$ cat src/rtl/chess_matrix_scanner_if.sv
// Square stream from the chess matrix scanner to its consumer (renderer, move checker).
// Latency: none, this is wiring only.
// Backpressure: consumer holds SquareReady low to stall; producer keeps the square stable.
//
// Ports (master = scanner side):
//   SquareValid, SquareIndex, SquareRow, SquareCol, PieceCode, LastSquare : master -> slave
//   SquareReady                                                           : slave -> master
interface chess_matrix_scanner_if #(
  parameter int SQUARE_WIDTH = 4
);
  logic                    SquareValid;
  logic                    SquareReady;
  logic [5:0]              SquareIndex;
  logic [2:0]              SquareRow;
  logic [2:0]              SquareCol;
  logic [SQUARE_WIDTH-1:0] PieceCode;
  logic                    LastSquare;

  modport master (
    output SquareValid, SquareIndex, SquareRow, SquareCol, PieceCode, LastSquare,
    input  SquareReady
  );

  modport slave (
    input  SquareValid, SquareIndex, SquareRow, SquareCol, PieceCode, LastSquare,
    output SquareReady
  );
endinterface

$ cat src/rtl/chess_matrix_scanner.sv
// Snapshots the packed board on Start and streams squares 0..63, counting occupied squares.
// Latency: first square valid the edge Start is sampled; one square per cycle; Done 1 cycle after last transfer.
// Backpressure: SquareReady low stalls the stream with all square outputs held stable.
//
// Ports:
//   clock, resetApp (sync, active-low)   : clock and reset
//   Matrix [MATRIX_WIDTH]                : live board, square s at bits [4s+3:4s]
//   Start                                : scan request, ignored while a scan is running
//   squareBus (master)                   : square stream with valid/ready handshake
//   Busy, Done, PieceCount               : scan status and occupancy of the last completed scan
module chess_matrix_scanner #(
  parameter int CHESS_SQUARES = 64,
  parameter int SQUARE_WIDTH  = 4,
  parameter int MATRIX_WIDTH  = CHESS_SQUARES * SQUARE_WIDTH
) (
  input  logic                    clock,
  input  logic                    resetApp,
  input  logic [MATRIX_WIDTH-1:0] Matrix,
  input  logic                    Start,
  chess_matrix_scanner_if.master  squareBus,
  output logic                    Busy,
  output logic                    Done,
  output logic [6:0]              PieceCount
);

  typedef enum logic {
    IDLE   = 1'b0,
    STREAM = 1'b1
  } state_t;

  state_t                  stateQ;
  state_t                  stateD;

  logic [MATRIX_WIDTH-1:0] shadow;
  logic [5:0]              idx;
  logic [6:0]              cnt;
  logic [6:0]              pieceCountQ;
  logic                    doneQ;

  logic [SQUARE_WIDTH-1:0] curCode;
  logic                    curOccupied;
  logic                    atLast;

  logic                    load;
  logic                    xfer;
  logic                    valid;

  // Square outputs are a pure view of the snapshot at Idx, so they cannot move during a stall.
  assign curCode     = shadow[int'(idx)*SQUARE_WIDTH +: SQUARE_WIDTH];
  assign curOccupied = (curCode != '0);
  assign atLast      = (idx == 6'd63);

  always_comb begin
    stateD = stateQ;
    load   = 1'b0;
    xfer   = 1'b0;
    valid  = 1'b0;
    case (stateQ)
      IDLE: begin
        if (Start) begin
          load   = 1'b1;
          stateD = STREAM;
        end
      end
      STREAM: begin
        valid = 1'b1;
        xfer  = squareBus.SquareReady;
        if (xfer && atLast) begin
          stateD = IDLE;
        end
      end
      default: begin
        stateD = IDLE;
      end
    endcase
  end

  always_ff @(posedge clock) begin
    if (!resetApp) begin
      stateQ      <= IDLE;
      shadow      <= '0;
      idx         <= '0;
      cnt         <= '0;
      pieceCountQ <= '0;
      doneQ       <= 1'b0;
    end else begin
      stateQ <= stateD;
      doneQ  <= xfer && atLast;
      if (load) begin
        shadow <= Matrix;
        idx    <= '0;
        cnt    <= '0;
      end else if (xfer) begin
        cnt <= cnt + {6'd0, curOccupied};
        if (atLast) begin
          // Include square 63 itself; Idx parks at 63 rather than wrapping.
          pieceCountQ <= cnt + {6'd0, curOccupied};
        end else begin
          idx <= idx + 6'd1;
        end
      end
    end
  end

  assign squareBus.SquareValid = valid;
  assign squareBus.SquareIndex = idx;
  assign squareBus.SquareRow   = idx[5:3];
  assign squareBus.SquareCol   = idx[2:0];
  assign squareBus.PieceCode   = curCode;
  assign squareBus.LastSquare  = valid && atLast;

  assign Busy       = valid;
  assign Done       = doneQ;
  assign PieceCount = pieceCountQ;

endmodule

$ cat src/flat_wrapper.sv
// flat-port wrapper written by rule: the top's interface ports become plain ports
module chess_matrix_scanner_flat 
#(
  parameter int CHESS_SQUARES = 64,
  parameter int SQUARE_WIDTH  = 4,
  parameter int MATRIX_WIDTH  = CHESS_SQUARES * SQUARE_WIDTH
)
  (clock, resetApp, Matrix, Start, Busy, Done, PieceCount, squareBus_SquareValid, squareBus_SquareIndex, squareBus_SquareRow, squareBus_SquareCol, squareBus_PieceCode, squareBus_LastSquare, squareBus_SquareReady);
  chess_matrix_scanner_if #(.SQUARE_WIDTH(SQUARE_WIDTH)) squareBus_i ();
  input  logic clock;
  input  logic resetApp;
  input  logic [MATRIX_WIDTH-1:0] Matrix;
  input  logic Start;
  output logic Busy;
  output logic Done;
  output logic [6:0] PieceCount;
  output wire logic [$bits(squareBus_i.SquareValid)-1:0] squareBus_SquareValid;
  output wire logic [$bits(squareBus_i.SquareIndex)-1:0] squareBus_SquareIndex;
  output wire logic [$bits(squareBus_i.SquareRow)-1:0] squareBus_SquareRow;
  output wire logic [$bits(squareBus_i.SquareCol)-1:0] squareBus_SquareCol;
  output wire logic [$bits(squareBus_i.PieceCode)-1:0] squareBus_PieceCode;
  output wire logic [$bits(squareBus_i.LastSquare)-1:0] squareBus_LastSquare;
  input wire logic [$bits(squareBus_i.SquareReady)-1:0] squareBus_SquareReady;
  assign squareBus_SquareValid = squareBus_i.SquareValid;
  assign squareBus_SquareIndex = squareBus_i.SquareIndex;
  assign squareBus_SquareRow = squareBus_i.SquareRow;
  assign squareBus_SquareCol = squareBus_i.SquareCol;
  assign squareBus_PieceCode = squareBus_i.PieceCode;
  assign squareBus_LastSquare = squareBus_i.LastSquare;
  assign squareBus_i.SquareReady = squareBus_SquareReady;
  chess_matrix_scanner #(.CHESS_SQUARES(CHESS_SQUARES), .SQUARE_WIDTH(SQUARE_WIDTH), .MATRIX_WIDTH(MATRIX_WIDTH)) u_core (.clock(clock), .resetApp(resetApp), .Matrix(Matrix), .Start(Start), .squareBus(squareBus_i), .Busy(Busy), .Done(Done), .PieceCount(PieceCount));
endmodule
$ cat config.mk
export PLATFORM = sky130hd
export DESIGN_NAME = chess_matrix_scanner_flat
export DESIGN_NICKNAME = d
export VERILOG_FILES = /design/src/rtl/chess_matrix_scanner_if.sv /design/src/rtl/chess_matrix_scanner.sv /design/src/flat_wrapper.sv
export SDC_FILE = /design/constraint.sdc
export NUM_CORES = 1
export LEC_CHECK = 0
export CORE_UTILIZATION = 57
export DETAILED_ROUTE_END_ITERATION = 8
export DONT_BUFFER_PORTS = 1
export PLACE_DENSITY_LB_ADDON = 0.15
export SYNTH_ARGS = -nofsm -noshare
export SYNTH_HDL_FRONTEND = slang
export SYNTH_SLANG_ARGS = --single-unit
export TNS_END_PERCENT = 10
$ cat constraint.sdc
create_clock -name clock -period 3.5 [get_ports clock]
set_input_delay 0.175 -clock clock [delete_from_list [all_inputs] [get_ports clock]]
set_output_delay 0.175 -clock clock [all_outputs]
set_load 0.1 [all_outputs]
### Word level (Yosys, flattened, before mapping)

Index checks and enable logic that the tools add are counted.

* register bits after elaboration: 278
* input port bits: 260
* output and inout bits: 27
* word-level logic and storage cells: 27

* add/sub/neg operators: 2
* equality and inequality tests: 1
* shift operators: 1
* muxes and demuxes: 6
* bitwise operators: 4
* reductions and logical operators: 7

Operators with widths (count)
* 256-bit by 9-bit indexed part select with 4-bit output: 1
* 7-bit by 1-bit adder with 7-bit output: 1
* 6-bit by 1-bit adder with 6-bit output, second input constant: 1
* 6-bit equality test, second input constant: 1
* 1-bit two-way mux: 5
* 1-bit inverter: 4
* 4-bit nonzero test: 1
* 1-bit logical AND: 3
* 3-bit AND reduction: 1
* 1-bit case mux with 2 select lines: 1
* 2-bit AND reduction: 1
* 2-bit OR reduction: 1

### Depth between registers and ports, before layout

Gate-level depths: netlist of run 1.

* word-level depth: 4
* gate-level depth with buffers: 17
* depth with buffers taken out: 13

### Worst setup path before layout of run 1

Ideal clock, no wire load.

* path kind: register to register
* start point: register u_core.idx[1] (netlist: u_core.squareBus.SquareIndex[1])
* end point: register u_core.pieceCountQ[6] (netlist: u_core.PieceCount[6])
* setup time: 0.117 ns
* arrival: 4.513 ns
* slack: -1.131 ns
* stages on the path, launching flop included: 16
* path buffers: 3
* path through: dfxtp_1 -> clkbuf_1 -> buf_2 -> buf_2 -> mux4_2 -> a211oi_1 -> o31ai_1 -> a31o_1 -> or4_1 -> ha_1 -> ha_1 -> nand3_1 -> or2_2 -> xor2_1 -> nand2_1 -> o211a_1

* longest elaborated chain between the ends: 3
* elaborated cells on any way between the ends: 5
* those cells by class: add/sub (1); eq/ne (1); shift (1); reduce/logical (2)

RTL lines
* from (decl): line chess_matrix_scanner.sv:35 `logic [5:0] idx;`
* from (signal assigned): line chess_matrix_scanner.sv:99 `idx <= idx + 6'd1;`
* 256-bit by 9-bit indexed part select with 4-bit output: line chess_matrix_scanner.sv:49 `assign curCode = shadow[int'(idx)*SQUARE_WIDTH +: SQUARE_WIDTH];`
* net squareBus_PieceCode[0]: line flat_wrapper.sv:21 `output wire logic [$bits(squareBus_i.PieceCode)-1:0] squareBus_PieceCode;`
* 4-bit nonzero test: line chess_matrix_scanner.sv:50 `assign curOccupied = (curCode != '0);`
* 7-bit by 1-bit adder with 7-bit output: line chess_matrix_scanner.sv:97 `pieceCountQ <= cnt + {6'd0, curOccupied};`
* to (signal assigned): line chess_matrix_scanner.sv:97
* to (decl): line chess_matrix_scanner.sv:37 `logic [6:0] pieceCountQ;`

The timed path passes the listed nets, and every way through them passes these cells.
A chain may end at the register's enable or synchronous reset.

### Final worst setup path of run 1

* start point: register u_core.idx[0] (netlist: u_core.squareBus.SquareIndex[0])
* end point: register u_core.pieceCountQ[6] (netlist: u_core.PieceCount[6])

* longest elaborated chain between the ends: 3
* elaborated cells on any way between the ends: 5
* those cells by class: add/sub (1); eq/ne (1); shift (1); reduce/logical (2)

RTL lines (line)
* 256-bit by 9-bit indexed part select with 4-bit output: chess_matrix_scanner.sv:49
* 4-bit nonzero test: chess_matrix_scanner.sv:50
* 7-bit by 1-bit adder with 7-bit output: chess_matrix_scanner.sv:97

Parallel ways exist; a longest one is shown, timed or not.

==> results of run 1 <==
synth_stat cells, types with 3 or more instances:
library cell,n,share of area
mux4_1,12,0.025
mux4_2,20,0.036
dfxtp_1,278,0.44
a211oi_1,8,0.0048
mux2_2,32,0.029
o211a_1,5,0.0040
clkbuf_1,98,0.029
nand2_1,530,0.16
a21boi_0,256,0.15
xor2_1,7,0.0049
nor2_1,25,0.0075
or3_1,12,0.0060
o22ai_1,24,0.012
buf_6,3,0.0027
buf_2,12,0.0048
o221ai_1,8,0.0056
buf_4,7,0.0042
buf_1,8,0.0024
a221oi_1,4,0.0028
o21ai_0,5,0.0020
ha_1,3,0.0030
nand3_1,3,0.0012
o31ai_1,8,0.0048
and2_1,4,0.0020
xnor2_1,3,0.0021
mux2i_1,35,0.028
nor2b_1,3,0.0015
a21oi_1,14,0.0056
worst register-to-register path, cell delays in order, from the launching register on:
cell and delay [ns]:
dfxtp_4 0.41, buf_6 0.15, buf_12 0.12, mux4_2 0.55
a211oi_2 0.24, o31ai_2 0.10, a31o_4 0.25, or4_4 0.57
ha_4 0.19, ha_4 0.17, nand3_4 0.09, or2_4 0.13
xor2_1 0.13, nand2_1 0.07, o211a_1 0.15
registers in the layout, summed over array words and instances (netlist names):
name and count:
u_core.Done 1, u_core.PieceCount 7, u_core.cnt 7, u_core.shadow 256, u_core.squareBus.SquareIndex 6, u_core.stateQ 1
cell type report:
cell class / count / area, um2 / share of cell area
Clock buffer: 42 / 855 / 0.0514
Timing Repair Buffer: 306 / 3170 / 0.190
Multi-Input combinational cell: 1038 / 6590 / 0.396
Clock inverter: 8 / 90.1 / 0.00542
Antenna cell: 2 / 5.00 / 0.000301
Tap cell: 275 / 344 / 0.0207
Sequential cell: 278 / 5590 / 0.336
layer usage:
layer	vias to the layer above	GRT usage	routed length [um]
li1	5294	-	-
met2	444	0.551	18100
met1	5257	0.397	15300
met3	108	0.0555	2550
met4	0	0.130	1380
met5	-	0	0
through the flow:
stage,util,instances
3_3_place_gp,0.603,1626
5_1_grt,0.781,1948
2_1_floorplan,-,1446
6_report,0.781,1949
3_5_place_dp,0.603,1626
4_1_cts,0.775,1940
cell families (layout without fill, tap and decap cells):
logic type | Yosys count | in the layout | share of synthesized area
AOI/OAI and AO/OA | 338 | 338 | 0.199
xor gates and xnor gates | 10 | 10 | 0.00698
adders and majority gates | 3 | 3 | 0.00299
buffers and inverters | 130 | 356 | 0.0466
DFF | 278 | 278 | 0.444
muxes | 99 | 99 | 0.118
other | 0 | 2 | 0
and+or+nand+nor | 588 | 588 | 0.183
what timing repair did:
action | in CTS | in global routing
pin swaps | 0 | 7
hold endpoints to repair | 267 | 0
buffers inserted | 5 | 5
setup endpoints to repair | 8 | 2
cloned | 0 | 2
hold buffers | 259 | 0
gates resized for setup | 10 | 11
worst paths after layout:
kind | startpoint | end
min | squareBus_SquareReady | u_core.cnt[1]
max | u_core.squareBus.SquareIndex[0] | u_core.PieceCount[6]
max reg2reg | u_core.squareBus.SquareIndex[0] | u_core.PieceCount[6]
min reg2reg | u_core.shadow[90] | u_core.shadow[90]
power groups by stage:
stage	Combinational [mW]	Clock (mW)	Sequential (mW)
final	0.910	3.05	3.44
after global routing	0.984	3.22	3.45
after CTS	0.872	3.09	3.43
after detailed placement	0.582	0	3.50
after global placement	0.567	0	3.50
after floorplan	0.494	0	3.47
==> out/qor.yml, run 1 <==
power:
  p_total_mw: 7.40
  share_comb_of_total_power: 0.123
  irDropWorstVdd_mv: 0.403
  power_frac_seq: 0.464
  p_sw_mw: 1.78
  p_leak_nw: 6.18
  power_density_mw_per_mm2: 445
  p_clk_frac: 0.413
  netSwitchingFraction: 0.241
  p_int_mw: 5.61
logic_synthesis:
  ys_async_sr_fraction: 0
  syn_inst: 1446
  ys.warnings.count: 0
  synth-seq-area-share: 0.444
  synth_area_mm2: 0.0125
  avgSynthCellArea_um2: 8.68
  yosys.cell_types.count: 42
  synth_seq_cells: 278
  synth-main-ff-cell: "dfxtp_1"
  synth_nets: 1709
  synth_edf_count: 0
setup_path:
  startpoint_type: "flop"
  critical_path.top_delay_family: "simple AND/OR/NAND/NOR gates"
  worstSetupEndpointType: "flop"
  cp_num_cells: 14
  crit_chain: "buf_6, buf_12, mux4_2, a211oi_2, o31ai_2, a31o_4, or4_4, ha_4, ha_4, nand3_4, or2_4, xor2_1, nand2_1, o211a_1"
  cp.arrival_ns: 3.84
  max_stage_delay_ns: 0.57
  crit_fanout: 6
  cpMostUsedCell: "ha_4"
  rrSetupSlack_ns: 0.09
  slowest_stage: "or4_4"
  critPathKind: "flop to flop"
  r2r_cells: 14
  critical_path_buf_inv_count: 2
  cp_data_required_time_ns: 3.93
global_routing:
  track_usage: 0.321
  grt_max_degree: 266
  grt_pass1_vias: 10900
  grt_overflow_total: 0
  antenna_found_initial: 1
  grt_pass1_wl_um: 56400
layout:
  fin_nets: 1916
  syn_to_final_growth_pct: 32.6
  fillers: 1335
  drive_above_1_share: 0.110
  layout_common_cells: "530 x nand2_1, 271 x dfxtp_1, 258 x dlygate4sd3_1"
  design_area_mm2: 0.0166
  final_common_cell: "nand2_1"
run:
  drv_cap: 0
die:
  die_w_um: 150
  ios: 287
  num_rows: 53
  start_util: 0.589
  core_mm2: 0.0213
  die_area_mm2: 0.0226
  die_h_um: 150
place:
  place_hpwl_um: 22000
  io_buffers: 0
  place_ws_ns: -0.256
  dpl_cell_area_mm2: 0.0128
  gp_congestion: 0.829
timing:
  finalClockSkew_ns: 0.00814
  worstMarginPinSlew_ns: 1.06
  whs_ns: 0.0363
  timing.final.crit_period_ns: 3.41
  final_max_slew_viol_count: 0
  setup_violations: 0
  finalWorstSetupSlack_ns: 0.0899
  setup-tns-final_ns: 0
  slew_headroom: 0.293
  min_period_over_period: 0.974
  final-hold-violation-count: 0
  max_freq_mhz: 293
detailed_routing:
  first_pass_iters: 5
  drt_wl_total_um: 37300
  postRouteAntennaNets: 0
  wl_per_cell_um: 19.1
  routed_via_density: 5.70
  drc_errors: 0
  drt_iter0_drc: 712
  vias: 11100
clock_network:
  htree_levels: 1
  clkLatencyLatePin_ns: 0.54
  cts_buffers: 29
  cts_tree: "yes"
  cts_buffer_depth: 3
  clk_pin_slew_worst_paths_ns: 0.06
  cts_num_sinks: 278
  cts_root_buf: "clkbuf_16"
status:
  outcome: "completed"
min_path:
  hold_depth: 3
  hp-class: "input pin to flop"
(Power assumes the default switching activity.)
==> run 2, diff against run 1 <==
--- a/config.mk
+++ b/config.mk
@@ -5,7 +5,8 @@
 export SDC_FILE = /design/constraint.sdc
 export NUM_CORES = 1
 export LEC_CHECK = 0
-export CORE_UTILIZATION = 57
+export CORE_UTILIZATION = 64
+export CTS_CLUSTER_DIAMETER = 100
 export DETAILED_ROUTE_END_ITERATION = 8
 export DONT_BUFFER_PORTS = 1
 export PLACE_DENSITY_LB_ADDON = 0.15
==> constraint.sdc (replaced) <==
create_clock -name clock -period 3.7 [get_ports clock]
set_input_delay 0.185 -clock clock [delete_from_list [all_inputs] [get_ports clock]]
set_output_delay 0.185 -clock clock [all_outputs]
set_load 0.005 [all_outputs]
==> run 2 against run 1 <==
Compared with the run above: count of clock-buffer cells in the layout decreased by 5; combinational power decreased by 4.0%; flip-flop and latch count unchanged; hold slack improved by 0.024 ns; non-clock buffer count increased by 41; highest routed layer unchanged.
==> out/qor.yml, run 2 (synthesis results as in run 1) <==
min_path:
  hp-class: "input pin to flop"
die:
  core_mm2: 0.0190  # -11%
  num_rows: 50  # -5.7%
  start_util: 0.662  # +0.0725
  ios: 287  # unchanged
  die_h_um: 142  # -5.6%
  die_w_um: 142  # -5.6%
  die_area_mm2: 0.0202  # -11%
power:
  p_total_mw: 7.14  # -3.5%
  p_leak_nw: 6.41  # +3.8%
  power_density_mw_per_mm2: 424  # -4.7%
  irDropWorstVdd_mv: 0.347  # -14%
detailed_routing:
  postRouteAntennaNets: 0  # unchanged
  vias: 12100  # +8.7%
  first_pass_iters: 5  # unchanged
  drt_iter0_drc: 1136  # +60%
  routed_via_density: 6.12  # +7.4%
  drc_errors: 0  # unchanged
  drt_wl_total_um: 43300  # +16%
  wl_per_cell_um: 21.9  # +15%
global_routing:
  grt_pass1_wl_um: 66000  # +17%
  track_usage: 0.424  # +0.103
  grt_max_degree: 210  # -21%
  antenna_found_initial: 2  # +1
  grt_overflow_total: 0  # unchanged
  grt_pass1_vias: 12500  # +14%
layout:
  syn_to_final_growth_pct: 34.3
  largest_reg_flops: 256  # unchanged
  top_register: "u_core.shadow"
  final_common_cell: "nand2_1"
  instances_no_fill: 1974  # +1.3%
  layout_common_cells: "529 x nand2_1, 313 x dlygate4sd3_1, 276 x dfxtp_1"
  fin_nets: 1956  # +2.1%
  drive_above_1_share: 0.0876  # -0.0225
  fillers: 822  # -38%
setup_path:
  cp_data_required_time_ns: 4.13  # +0.20 ns
  worstSetupEndpointType: "flop"
  cpMostUsedCell: "ha_1"
  startpoint_type: "flop"
  max_stage_delay_ns: 0.53  # -0.04 ns
  crit_chain: "clkbuf_4, mux4_2, a211oi_2, a221oi_1, a31o_2, or4_1, ha_1, ha_1, nand3_1, or2_2, xor2_1, nand2_1, o211a_1"
  crit_fanout: 5  # -1
  slowest_stage: "mux4_2"
  cp.arrival_ns: 4.01  # +0.17 ns
  critPathKind: "flop to flop"
  critical_path_buf_inv_count: 1  # -1
  critical_path.top_delay_family: "compound AO/OA/AOI/OAI gates"
timing:
  timing.final.crit_period_ns: 3.58  # +0.171 ns
  whs_ns: 0.0599  # +0.0236 ns
  finalClockSkew_ns: 0.0101  # +0.00192 ns
  max_freq_mhz: 279  # -4.8%
  rsz0062_at_grt: "no"
  worstMarginPinSlew_ns: 1.19  # +0.129 ns
  final_max_slew_viol_count: 0  # unchanged
  slew_headroom: 0.207  # -0.0859
  setup_violations: 0  # unchanged
  min_period_over_period: 0.968  # -0.00653
  final-hold-violation-count: 0  # unchanged
clock_network:
  cts_tree: "yes"
  htree_levels: 1  # unchanged
  cts_buffer_depth: 3  # unchanged
  cts_num_sinks: 278  # unchanged
  cts_buffers: 28  # -3.4%
  clkLatencyLatePin_ns: 0.54  # about the same
  clk_pin_slew_worst_paths_ns: 0.07  # about the same
  cts_root_buf: "clkbuf_16"
status:
  outcome: "completed"
place:
  place_hpwl_um: 20800  # -5.5%
  gp_congestion: 0.857  # +3.4%
  io_buffers: 0  # unchanged
  dp.cells: 1606  # -1.2%
run:
  drv_cap: 0  # unchanged
-- run 2: metal layers --
layer | share of wire | vias to the layer above | wire (um) | GRT usage
li1 | - | 5369 | - | -
met1 | 0.36 | 5719 | 15600 | 0.480
met2 | 0.50 | 776 | 21600 | 0.749
met3 | 0.083 | 210 | 3580 | 0.0734
met4 | 0.059 | 0 | 2530 | 0.249
met5 | 0 | - | 0 | 0
-- run 2: final cells by class --
cell class / instances / area, um2 / area share
Clock buffer: 37 / 796 / 0.0472
Multi-Input combinational cell: 1038 / 6460 / 0.383
Antenna cell: 1 / 2.50 / 0.000149
Timing Repair Buffer: 347 / 3520 / 0.209
Tap cell: 260 / 325 / 0.0193
Sequential cell: 278 / 5570 / 0.331
Clock inverter: 13 / 170 / 0.0101
-- run 2: worst reg2reg max path: cells and delay by family, from the launching register on --
kind / cells / cell delay (ns)
AOI/OAI and AO/OA: 4 / 0.94
DFF: 1 / 0.41
muxes: 1 / 0.53
adders and majority gates: 2 / 0.45
xor gates and xnor gates: 1 / 0.14
buffers and inverters: 1 / 0.23
and+or+nand+nor: 4 / 0.78
-- run 2: where the power goes --
part	internal (mW)	switching (mW)	leakage [nW]	total (mW)
Clock	1.79	1.22	0.475	3.00
Sequential	3.15	0.108	2.28	3.26
Combinational	0.450	0.424	3.66	0.874
-- run 2: timing repair --
item	4_1_cts	5_1_grt
buffers inserted	0	3
gates resized for setup	1	9
hold buffers	314	0
hold endpoints to repair	265	0
pin swaps	0	1
setup endpoints to repair	2	5
-- run 2: final timing paths --
path                                                 startpoint                    to  slack (ns)  cells past startpoint
worst max-delay path            u_core.squareBus.SquareIndex[0]  u_core.PieceCount[6]        0.12                     13
worst min-delay path                      squareBus_SquareReady         u_core.cnt[1]        0.06                      3
worst max register to register  u_core.squareBus.SquareIndex[0]  u_core.PieceCount[6]        0.12                     13
worst min register to register               u_core.shadow[196]    u_core.shadow[196]        0.46                      2
-- run 2: metrics by stage --
step / TNS [ns] / worst slack [ns] / util / cell area, um2
floorplan: 0 / 0.163 / - / 12500
global placement: 0 / 0.0111 / 0.666 / 12600
detailed placement: -0.0104 / -0.0104 / 0.666 / 12600
CTS: 0 / 0.0616 / 0.885 / 16800
global route: 0 / 0.0110 / 0.889 / 16800
finish: 0 / 0.119 / 0.889 / 16800
